File: src/rtl/readreg_port_scheduler_pkg.sv
// readreg_port_scheduler_pkg: shared sizing for the readreg read-port scheduler.
package readreg_port_scheduler_pkg;
  localparam int READREG_WIDTH    = 2;
  localparam int READREG_PORT_NUM = 2;
  localparam int PHY_REG_ID_WIDTH = 7;
  localparam int REG_DATA_WIDTH   = 32;
endpackage

File: src/rtl/readreg_port_scheduler_lowest_n_selector.sv
// lowest_n_selector: grants up to PORT_NUM lowest set request bits, port p taking the p-th lowest.
module lowest_n_selector #(
  parameter int REQ_NUM  = 4,
  parameter int PORT_NUM = 2,
  parameter int IDX_W    = (REQ_NUM > 1) ? $clog2(REQ_NUM) : 1
) (
  input  logic [REQ_NUM-1:0]               i_req,
  output logic [REQ_NUM-1:0]               o_grant,
  output logic [PORT_NUM-1:0][IDX_W-1:0]   o_idx,
  output logic [PORT_NUM-1:0]              o_vld
);
  logic [REQ_NUM-1:0] w_rem;
  logic               w_hit;
  always_comb begin
    w_rem   = i_req;
    w_hit   = 1'b0;
    o_grant = '0;
    o_idx   = '0;
    o_vld   = '0;
    for (int p = 0; p < PORT_NUM; p++) begin
      w_hit = 1'b0;
      for (int r = 0; r < REQ_NUM; r++) begin
        if (!w_hit && w_rem[r]) begin
          w_hit      = 1'b1;
          w_rem[r]   = 1'b0;
          o_grant[r] = 1'b1;
          o_idx[p]   = IDX_W'(r);
          o_vld[p]   = 1'b1;
        end
      end
    end
  end
endmodule

File: src/rtl/readreg_port_scheduler.sv
// readreg_port_scheduler: spreads a bundle's operand reads over the phyf ports across cycles,
// buffering returned data and stalling rename until every needed operand is collected.
module readreg_port_scheduler
  import readreg_port_scheduler_pkg::*;
#(
  parameter int REQ_NUM    = READREG_WIDTH * 2,
  parameter int PORT_NUM   = READREG_PORT_NUM,
  parameter int ID_WIDTH   = PHY_REG_ID_WIDTH,
  parameter int DATA_WIDTH = REG_DATA_WIDTH
) (
  input  logic                                clk,
  input  logic                                rst,
  input  logic                                i_req_valid,
  input  logic [REQ_NUM-1:0]                  i_req_need,
  input  logic [REQ_NUM-1:0][ID_WIDTH-1:0]    i_req_id,
  output logic [PORT_NUM-1:0][ID_WIDTH-1:0]   o_phyf_id,
  input  logic [PORT_NUM-1:0][DATA_WIDTH-1:0] i_phyf_data,
  input  logic [PORT_NUM-1:0]                 i_phyf_data_valid,
  output logic [REQ_NUM-1:0][DATA_WIDTH-1:0]  o_resp_data,
  output logic [REQ_NUM-1:0]                  o_resp_data_valid,
  output logic                                o_resp_done,
  output logic                                o_rename_stall,
  input  logic                                i_issue_stall,
  input  logic                                i_flush
);
  localparam int IDX_W = (REQ_NUM > 1) ? $clog2(REQ_NUM) : 1;

  logic [REQ_NUM-1:0]                  r_served;
  logic [REQ_NUM-1:0][DATA_WIDTH-1:0]  r_buf_data;
  logic [REQ_NUM-1:0]                  r_buf_valid;
  logic [REQ_NUM-1:0]                  w_pending;
  logic [REQ_NUM-1:0]                  w_grant;
  logic [PORT_NUM-1:0][IDX_W-1:0]      w_idx;
  logic [PORT_NUM-1:0]                 w_pvld;
  logic [REQ_NUM-1:0][DATA_WIDTH-1:0]  w_gdata;
  logic [REQ_NUM-1:0]                  w_gvld;

  assign w_pending      = i_req_valid ? (i_req_need & ~r_served) : '0;
  assign o_resp_done    = i_req_valid && ((w_pending & ~w_grant) == '0);
  assign o_rename_stall = i_req_valid && (!o_resp_done || i_issue_stall);

  lowest_n_selector #(
    .REQ_NUM (REQ_NUM),
    .PORT_NUM(PORT_NUM),
    .IDX_W   (IDX_W)
  ) u_sel (
    .i_req  (w_pending),
    .o_grant(w_grant),
    .o_idx  (w_idx),
    .o_vld  (w_pvld)
  );

  // Route each port's read back to the operand it was granted to.
  always_comb begin
    o_phyf_id = '0;
    w_gdata   = '0;
    w_gvld    = '0;
    for (int p = 0; p < PORT_NUM; p++) begin
      if (w_pvld[p]) begin
        o_phyf_id[p]      = i_req_id[w_idx[p]];
        w_gdata[w_idx[p]] = i_phyf_data[p];
        w_gvld[w_idx[p]]  = i_phyf_data_valid[p];
      end
    end
  end

  always_comb begin
    o_resp_data       = '0;
    o_resp_data_valid = '0;
    for (int r = 0; r < REQ_NUM; r++) begin
      o_resp_data[r]       = w_grant[r] ? w_gdata[r] : (i_req_valid && r_served[r]) ? r_buf_data[r] : '0;
      o_resp_data_valid[r] = w_grant[r] ? w_gvld[r] : (i_req_valid && r_served[r] && r_buf_valid[r]);
    end
  end

  always_ff @(posedge clk or posedge rst) begin
    if (rst) begin
      r_served    <= '0;
      r_buf_data  <= '0;
      r_buf_valid <= '0;
    end else if (i_flush || (o_resp_done && !i_issue_stall)) begin
      r_served <= '0;
    end else if (i_req_valid) begin
      r_served <= r_served | w_grant;
      for (int r = 0; r < REQ_NUM; r++) begin
        if (w_grant[r]) begin
          r_buf_data[r]  <= w_gdata[r];
          r_buf_valid[r] <= w_gvld[r];
        end
      end
    end
  end
endmodule

File: config.mk
export PLATFORM = sky130hd
export DESIGN_NAME = readreg_port_scheduler
export DESIGN_NICKNAME = d
export VERILOG_FILES = /design/src/rtl/readreg_port_scheduler_pkg.sv /design/src/rtl/readreg_port_scheduler_lowest_n_selector.sv /design/src/rtl/readreg_port_scheduler.sv
export SDC_FILE = /design/constraint.sdc
export NUM_CORES = 1
export LEC_CHECK = 0
export ABC_AREA = 0
export CAP_MARGIN = 20
export CORE_ASPECT_RATIO = 0.7
export CORE_MARGIN = 2
export CORE_UTILIZATION = 25
export DETAILED_ROUTE_END_ITERATION = 12
export GPL_ROUTABILITY_DRIVEN = 0
export PLACE_DENSITY = 0.52
export SLEW_MARGIN = 20
export SYNTH_ARGS = -nofsm -noshare
export SYNTH_HDL_FRONTEND = slang
export SYNTH_HIERARCHICAL = 1
export SYNTH_SLANG_ARGS = --single-unit
export TNS_END_PERCENT = 100
File: constraint.sdc
create_clock -name clk -period 4.8 [get_ports clk]
set_input_delay 0.72 -clock clk [delete_from_list [all_inputs] [get_ports clk]]
set_output_delay 0.72 -clock clk [all_outputs]
set_load 0.005 [all_outputs]
== Word level (Yosys, flattened, before mapping) ==
Cells that the tools add are included.

* $lt $le $gt $ge: 4
* Reductions and logical operators: 33
* Multiplexer cells: 57
* Bitwise logic cells: 8

{| class="wikitable"
|+ Operators by type and width
! cell !! count
|-
| two-way mux 32 bit || 10
|-
| two-way mux 128 bit || 2
|-
| AND 128 bit || 1
|-
| bitwise mux 128 bit || 1
|-
| demux 32 bit (select 2 bit) || 2
|-
| binary-select mux 7 bit (select 2 bit) || 2
|-
| two-way mux 7 bit || 4
|-
| two-way mux 1 bit || 24
|-
| two-way mux 4 bit || 5
|-
| logical AND 1 bit || 18
|-
| AND 4 bit || 3
|-
| AND reduction 3 bit || 4
|-
| two-way mux 2 bit || 4
|-
| NOT 4 bit || 2
|-
| zero test 1 bit || 7
|-
| less-than comparator 2 x 3 -> 1 bit (second input constant) || 2
|-
| bitwise mux 4 bit || 1
|-
| demux 1 bit (select 2 bit) || 2
|-
| >= comparator 2 x 1 -> 1 bit (second input constant) || 2
|-
| zero test 4 bit || 1
|-
| bitwise OR 4 bit || 1
|-
| logical OR 1 bit || 2
|-
| nonzero test 2 bit || 1
|-
| NOT 1 bit || 1
|}

* Input bits: 103
* Register bits after elaboration: 136
* Output and inout port bits: 148

== Logic depth before layout (Yosys ltp) ==
Gate-level depths: netlist (run 1).

* Depth after elaboration: 23
* Gate-level depth with buffers: 13
* Depth with buffers taken out: 8

== Hierarchy ==
The synthesis (run 1) kept the hierarchy.

{| class="wikitable"
|+ Modules (own cells, without submodules)
! module !! seq. area each (um^2) !! times used !! cells each !! area an instance (um^2)
|-
| readreg_port_scheduler || 3403.3 || 1 || 868 || 8869.8
|-
| lowest_n_selector || 0.0 || 1 || 25 || 163.9
|}

== Worst setup path before layout (run 1) ==
No wires, ideal clock.

* Kind: input to output
* Start: in i_req_valid
* End: out o_resp_data[70] (netlist bit)
* Stages on the path: 13
* Required time: 4.080 ns
* Arrival time: 3.287 ns
* Path slack: 0.793 ns
* Cell sequence: clkbuf_1 > clkbuf_1 > nand2_1 > nor2_1 > a211oi_2 > a211oi_2 > clkbuf_1 > and3b_1 > buf_2 > buf_1 > nand2_1 > o31ai_1 > a22o_1

{| class="wikitable"
|+ RTL lines
! what !! line !! RTL
|-
| from (decl) || readreg_port_scheduler.sv:13 || <nowiki>input logic i_req_valid,</nowiki>
|-
| to (decl) || readreg_port_scheduler.sv:19 || <nowiki>output logic [REQ_NUM-1:0][DATA_WIDTH-1:0] o_resp_data,</nowiki>
|}

==> impl_metrics.py, run 1 <==
metrics = {
    "power": {
        "p_comb_share_pct": 23.1,
        "irDropWorstVdd_v": 0.000193,
        "p_per_area_mw_per_mm2": 277,
        "switching_share_pct": 28.9,
        "netSwitchingPower_mw": 1.03,
        "p_clk_share_pct": 39.0,
        "leakage_nw": 5.18,
        "power.internal_mw": 2.54,
        "pwr-share-seq_pct": 38.0,
    },
    "synth": {
        "syn_nets": 996,
        "synth_top_cell_area_share_pct": 37.7,
        "ys_types": 35,
        "syn_area_per_cell_um2": 10.1,
        "syn-cell-area_mm2": 0.00903,
        "synthCells": 893,
        "ys_warn_count": 6,
        "ys_seq_elements": 136,
        "yosysSeqAreaShare_pct": 37.7,
        "synth_top_area_cell": "dfrtp_1",
        "synth.area.top_cells": "dfrtp_1 38%, mux2_2 14%, a22o_1 13%, o31ai_1 11%, nand2_1 7.3%",
    },
    "setup_path": {
        "reg2reg_slack_ns": 1.34,
        "r2r-start": "r_served[1]$_DFFE_PP0P_",
        "worst_setup_path_start_kind": "primary input",
        "crit_start": "i_req_valid",
        "critPathMaxFanout": 17,
        "crit_arrival_ns": 3.94,
        "reg2regPathDepth": 11,
        "required_ns": 4.08,
        "worst_setup_path_end_kind": "output pin",
        "r2r-end": "r_buf_data[17]$_DFFE_PP0P_",
        "crit_type": "in2out",
    },
    "global_route": {
        "grt-busiest-layer": "met2",
        "antenna_found_initial": 0,
        "grt_use_total_pct": 19.6,
        "grt_pass1_wl_um": 55200,
        "grt_overflow": 0,
        "grt_pass1_vias": 8413,
        "grt_max_degree": 94,
        "met1_usage_pct": 26.5,
        "met2_usage_pct": 31.5,
        "use_met3_pct": 4.49,
    },
    "sta": {
        "drv_slew": 0,
        "min_period_ns": 4.66,
        "hold_violations": 0,
        "worst_pin_slew_ns": 0.991,
        "fin_crit_sh_pct": 97.0,
        "setup_violations": 0,
        "rsz0062_at_grt": "yes",
        "setup_tns_ns": 0,
        "max_freq_mhz": 215,
        "fin_worst_skew_ns": 0.00917,
        "relSlewSlack_pct": 33.9,
    },
    "layout": {
        "multi_input_area_mm2": 0.00518,
        "antenna_cells": 0,
        "drive_above_1_share_pct": 21.3,
        "register_area_mm2": 0.00340,
        "final_nets": 1218,
        "utilization_pct": 36.0,
        "fillers": 3567,
        "fin_cells": 1607,
        "areaGrowthSynthToFinish_pct": 42.5,
    },
    "cts": {
        "cts_inserted_buffers": 17,
        "clk_latency_ns": 0.44,
        "cts.sinks": 136,
        "h-tree-depth": 4,
        "holdBufCountCts": 0,
        "cts_root_buffer": "clkbuf_16",
        "clockBufferDepth": 2,
        "clkSlewWorstSetupHoldPaths_ns": 0.05,
        "cts_tree": "yes",
    },
    "route": {
        "wl_per_cell_um": 23.0,
        "dr.pass1.iters": 5,
        "avgViaCountPerCell": 5.23,
        "wl_um": 36900,
        "drt_iter0_markers": 750,
        "drcViolationCount": 0,
        "postRouteAntennaNets": 0,
        "vias": 8406,
    },
    "hold_path": {
        "worstHoldEndpoint": "r_buf_data[16]$_DFFE_PP0P_",
        "min_path_type": "reg2reg",
        "hold_path_startpoint": "r_buf_data[16]$_DFFE_PP0P_",
        "hold_depth": 1,
    },
    "placement": {
        "io_buffers": 250,
        "placed_cells": 1573,
        "hpwl_um": 25200,
    },
    "floorplanning": {
        "die_w_um": 231,
        "io_pins": 251,
        "placementRows": 58,
        "core_area_mm2": 0.0358,
        "start_util_pct": 25.3,
        "die_area_mm2": 0.0377,
        "dieHeight_um": 163,
    },
    "outcome": {
        "status": "finished clean",
    },
    "run": {
        "drv_cap": 0,
    },
}
==> power by group through the flow <==
stage	Sequential, mW	Clock, mW	Combinational (mW)
6_report	1.35	1.39	0.824
5_1_grt	1.37	1.47	0.889
4_1_cts	1.35	1.43	0.826
3_5_place_dp	1.37	0	0.822
3_3_place_gp	1.37	0	0.814
2_1_floorplan	1.36	0	0.452
==> worst max-delay path: stages <==
cell and delay (ns):
clkdlybuf4s50_1 0.60, and3b_2 0.30, buf_4 0.29, a211oi_2 0.12, buf_4 0.21, and3_2 0.28, buf_12 0.17, o31ai_1 0.40
a22o_1 0.29, clkdlybuf4s50_1 0.52
==> cell usage in the layout, fill, tap and decap left out, types with 4 or more instances in the layout <==
cell type	count
clkdlybuf4s50_1	250
nand2_1	174
dfrtp_1	136
a22o_1	132
o31ai_1	128
mux2_2	111
buf_4	42
mux2_1	21
clkbuf_16	17
and2_1	15
mux4_2	14
buf_12	12
a21oi_1	6
nor3_1	5
and3b_2	5
a211oi_4	4
o31ai_2	4
nor2_4	4
==> state kept, by name, summed over array words and instances (netlist names) <==
register and count:
r_buf_data 128, r_served 4, r_buf_valid 4
==> layout make-up <==
cell class                 count  share of cell area, %
sequential                   136                   26.4
timing repair buffer         305                   23.8
multi-input combinational    652                   40.3
tap                          480                   4.67
inverter                       3                  0.126
clock buffer                  23                   3.71
clock inverter                 8                  0.933
==> cell usage after synthesis, drive strengths merged <==
library cell,instances
nor2,8
mux2,132
or3b,1
nand2b,3
buf,41
and4bb,1
nand3b,2
a22o,132
nor3b,4
a21oi,6
nand4bb,1
and2,16
mux4,14
nand2,176
dfrtp,136
o21a,1
nor3,6
nor2b,1
and3,1
and3b,5
clkbuf,61
a211oi,7
o31ai,132
or2,1
inv,3
o311a,1
nand4,1
==> how the worst max path moves through the flow <==
stage                                end  slack (ns)  cells past startpoint
6_report                o_resp_data[106]        0.14                     10
5_1_grt                  o_resp_data[57]       -0.02                     10
4_1_cts                 o_resp_data[104]        0.05                     10
3_5_place_dp             o_resp_data[26]       -0.03                     11
3_3_place_gp             o_resp_data[26]        0.05                     11
2_1_floorplan  r_buf_data[0]$_DFFE_PP0P_        0.44                      1
==> metal layers <==
layer	wire length, µm	share of wire [%]
met5	0	0
met4	576	1.6
met3	2590	7.0
met2	17000	46
met1	16700	45
==> through the flow <==
step | worst slack, ns | area [µm²] | hold slack (ns) | total power, mW
6_report | 0.143 | 12900 | 0.487 | 3.57
5_1_grt | -0.0167 | 12900 | 0.512 | 3.73
4_1_cts | 0.0491 | 12800 | 0.490 | 3.61
3_5_place_dp | -0.0340 | 12200 | 0.476 | 2.20
3_3_place_gp | 0.0475 | 12200 | 0.468 | 2.18
2_1_floorplan | 0.441 | 9030 | 0.459 | 1.81
==> logic make-up (layout without fill, tap and decap cells) <==
family / count (synthesis) / after routing / synth area share [%]
buffers and inverters: 105 / 339 / 5.78
flip-flops: 136 / 136 / 37.7
AND/OR/NAND/NOR: 227 / 227 / 11.1
AO/OA/AOI/OAI: 279 / 279 / 25.5
multiplexers: 146 / 146 / 19.9
==> timing repair <==
item | CTS | global route
endpoints found under the setup margin | 8 | 35
setup buffers | 0 | 3
pin swaps | 0 | 4
gates resized for setup | 1 | 6
No activity file was read; power rests on OpenSTA's default activity.
==> run 2, diff against run 1 <==
--- a/config.mk
+++ b/config.mk
@@ -5,7 +5,6 @@
 export SDC_FILE = /design/constraint.sdc
 export NUM_CORES = 1
 export LEC_CHECK = 0
-export ABC_AREA = 0
 export CAP_MARGIN = 20
 export CORE_ASPECT_RATIO = 0.7
 export CORE_MARGIN = 2
==> results of run 2 <==
No change in the layout: final DEF, timing and power equal those of run 1.
==> run 3, diff against run 2 <==
--- a/config.mk
+++ b/config.mk
@@ -12,6 +12,7 @@
 export DETAILED_ROUTE_END_ITERATION = 12
 export GPL_ROUTABILITY_DRIVEN = 0
 export PLACE_DENSITY = 0.52
+export SKIP_LAST_GASP = 1
 export SLEW_MARGIN = 20
 export SYNTH_ARGS = -nofsm -noshare
 export SYNTH_HDL_FRONTEND = slang
==> run 3 against run 2 <==
Register-to-register slack about the same. Utilization barely moved. Hold slack better by 0.0011 ns. Wire length grew 0.18%. Critical path depth unchanged. Sequential power about the same. Flip-flop and latch count is the same. Largest cell class unchanged.
==> impl_metrics.py, run 3 (synthesis gave the netlist of run 1 again) <==
metrics = {
    "route": {
        "dr.pass1.iters": 5,
        "drcViolationCount": 0,
        "avgViaCountPerCell": 5.24,
        "postRouteAntennaNets": 0,
        "wl_met3_um": 2460,
        "wl_um": 37000,
        "routedLengthMet1_um": 16900,
        "top_layer": "met4",
        "drt_iter0_markers": 701,
        "wl_per_cell_um": 23.0,
        "wl_met2_um": 17000,
        "vias": 8416,
    },
    "power": {
        "p_per_area_mw_per_mm2": 278,
        "irDropWorstVdd_v": 0.000193,
        "total_power_mw": 3.57,
        "leakage_nw": 5.18,
    },
    "layout": {
        "final_nets": 1218,
        "drive_above_1_share_pct": 21.2,
        "largestRegisters": "r_buf_data x128, r_buf_valid x4, r_served x4",
        "largest_register_ffs": 128,
        "antenna_cells": 0,
        "fillers": 3567,
        "fin_cells": 1607,
        "utilization_pct": 36.0,
        "largest-register": "r_buf_data",
        "finalInstanceArea_mm2": 0.0129,
        "areaGrowthSynthToFinish_pct": 42.4,
        "final_common_cell": "clkdlybuf4s50_1",
        "layout_common_cells": "250 x clkdlybuf4s50_1, 174 x nand2_1, 136 x dfrtp_1",
    },
    "cts": {
        "clockBufferDepth": 2,
        "cts.sinks": 136,
        "cts_root_buffer": "clkbuf_16",
        "clkSlewWorstSetupHoldPaths_ns": 0.05,
        "cts_inserted_buffers": 17,
        "cts_tree": "yes",
        "clk_latency_ns": 0.44,
        "h-tree-depth": 4,
        "holdBufCountCts": 0,
    },
    "sta": {
        "hold_violations": 0,
        "setup_violations": 0,
        "setup_ws_ns": 0.133,
        "relSlewSlack_pct": 34.3,
        "worst_pin_slew_ns": 0.986,
        "max_freq_mhz": 214,
        "min_period_ns": 4.67,
        "fin_worst_skew_ns": 0.00960,
        "setup_tns_ns": 0,
        "drv_slew": 0,
        "fin_crit_sh_pct": 97.2,
        "rsz0062_at_grt": "yes",
        "hold_slack_ns": 0.488,
    },
    "global_route": {
        "antenna_found_initial": 0,
        "grt_pass1_vias": 8413,
        "grt_use_total_pct": 19.6,
        "grt_overflow": 0,
        "grt_pass1_wl_um": 55200,
        "grt_max_degree": 94,
    },
    "placement": {
        "placed_cells": 1573,
        "dpl_cell_area_mm2": 0.0122,
        "hpwl_um": 25200,
        "io_buffers": 250,
        "place_ws_ns": -0.0340,
    },
    "setup_path": {
        "crit_arrival_ns": 3.95,
        "required_ns": 4.08,
        "critPathMaxFanout": 17,
        "crit_type": "in2out",
        "worst_setup_path_end_kind": "output pin",
        "worst_setup_path_start_kind": "primary input",
    },
    "floorplanning": {
        "dieHeight_um": 163,
        "placementRows": 58,
        "io_pins": 251,
        "die_area_mm2": 0.0377,
        "start_util_pct": 25.3,
        "core_area_mm2": 0.0358,
        "die_w_um": 231,
    },
    "run": {
        "drv_cap": 0,
    },
    "outcome": {
        "status": "finished clean",
    },
    "hold_path": {
        "min_path_type": "reg2reg",
    },
}
run 3: changes by cell type in the layout (fill, tap and decap cells not counted):
cell,delta
o31ai_1,+1
o31ai_2,-1
run 3: final timing paths:
kind,start,end,slack (ns),cells past startpoint
worst max-delay path,i_req_valid,o_resp_data[106],0.13,10
min in group asynchronous,rst,r_buf_data[122]$_DFFE_PP0P_,0.80,2
worst min-delay path,r_buf_data[16]$_DFFE_PP0P_,r_buf_data[16]$_DFFE_PP0P_,0.49,1
worst max register to register,r_served[1]$_DFFE_PP0P_,r_buf_data[17]$_DFFE_PP0P_,1.33,11
worst min register to register,r_buf_data[16]$_DFFE_PP0P_,r_buf_data[16]$_DFFE_PP0P_,0.49,1
max in group asynchronous,rst,r_buf_data[115]$_DFFE_PP0P_,3.02,3
run 3: what timing repair did:
item | CTS | global route
setup buffers | 0 | 3
endpoints found under the setup margin | 8 | 35
pin swaps | 0 | 4
endpoints found under the hold margin | 0 | 0
gates resized for setup | 1 | 5
run 3: metal layers:
metal	up-vias	GRT usage [%]
li1	3818	-
met1	4251	26.5
met2	314	31.5
met3	33	4.49
met4	0	5.57
met5	-	0
run 3: report_power, final:
| group | switching, mW | internal [mW] | total, mW |
|---|---|---|---|
| clock | 0.541 | 0.853 | 1.39 |
| combinational | 0.425 | 0.399 | 0.824 |
| sequential | 0.0689 | 1.29 | 1.36 |
| total | 1.03 | 2.54 | 3.57 |
run 3: area by class of cell:
type / count / area, µm² / share of cell area [%]
clock buffer: 23 / 478 / 3.71
clock inverter: 8 / 120 / 0.934
inverter: 3 / 16.3 / 0.126
multi-input combinational: 652 / 5180 / 40.3
sequential: 136 / 3400 / 26.5
tap: 480 / 601 / 4.67
timing repair buffer: 305 / 3070 / 23.9
run 3: critical path, cell delays in order:
cell,delay (ns)
clkdlybuf4s50_1,0.61
and3b_2,0.31
buf_4,0.30
a211oi_2,0.12
buf_4,0.21
and3_2,0.29
buf_12,0.17
o31ai_1,0.40
a22o_1,0.29
clkdlybuf4s50_1,0.52
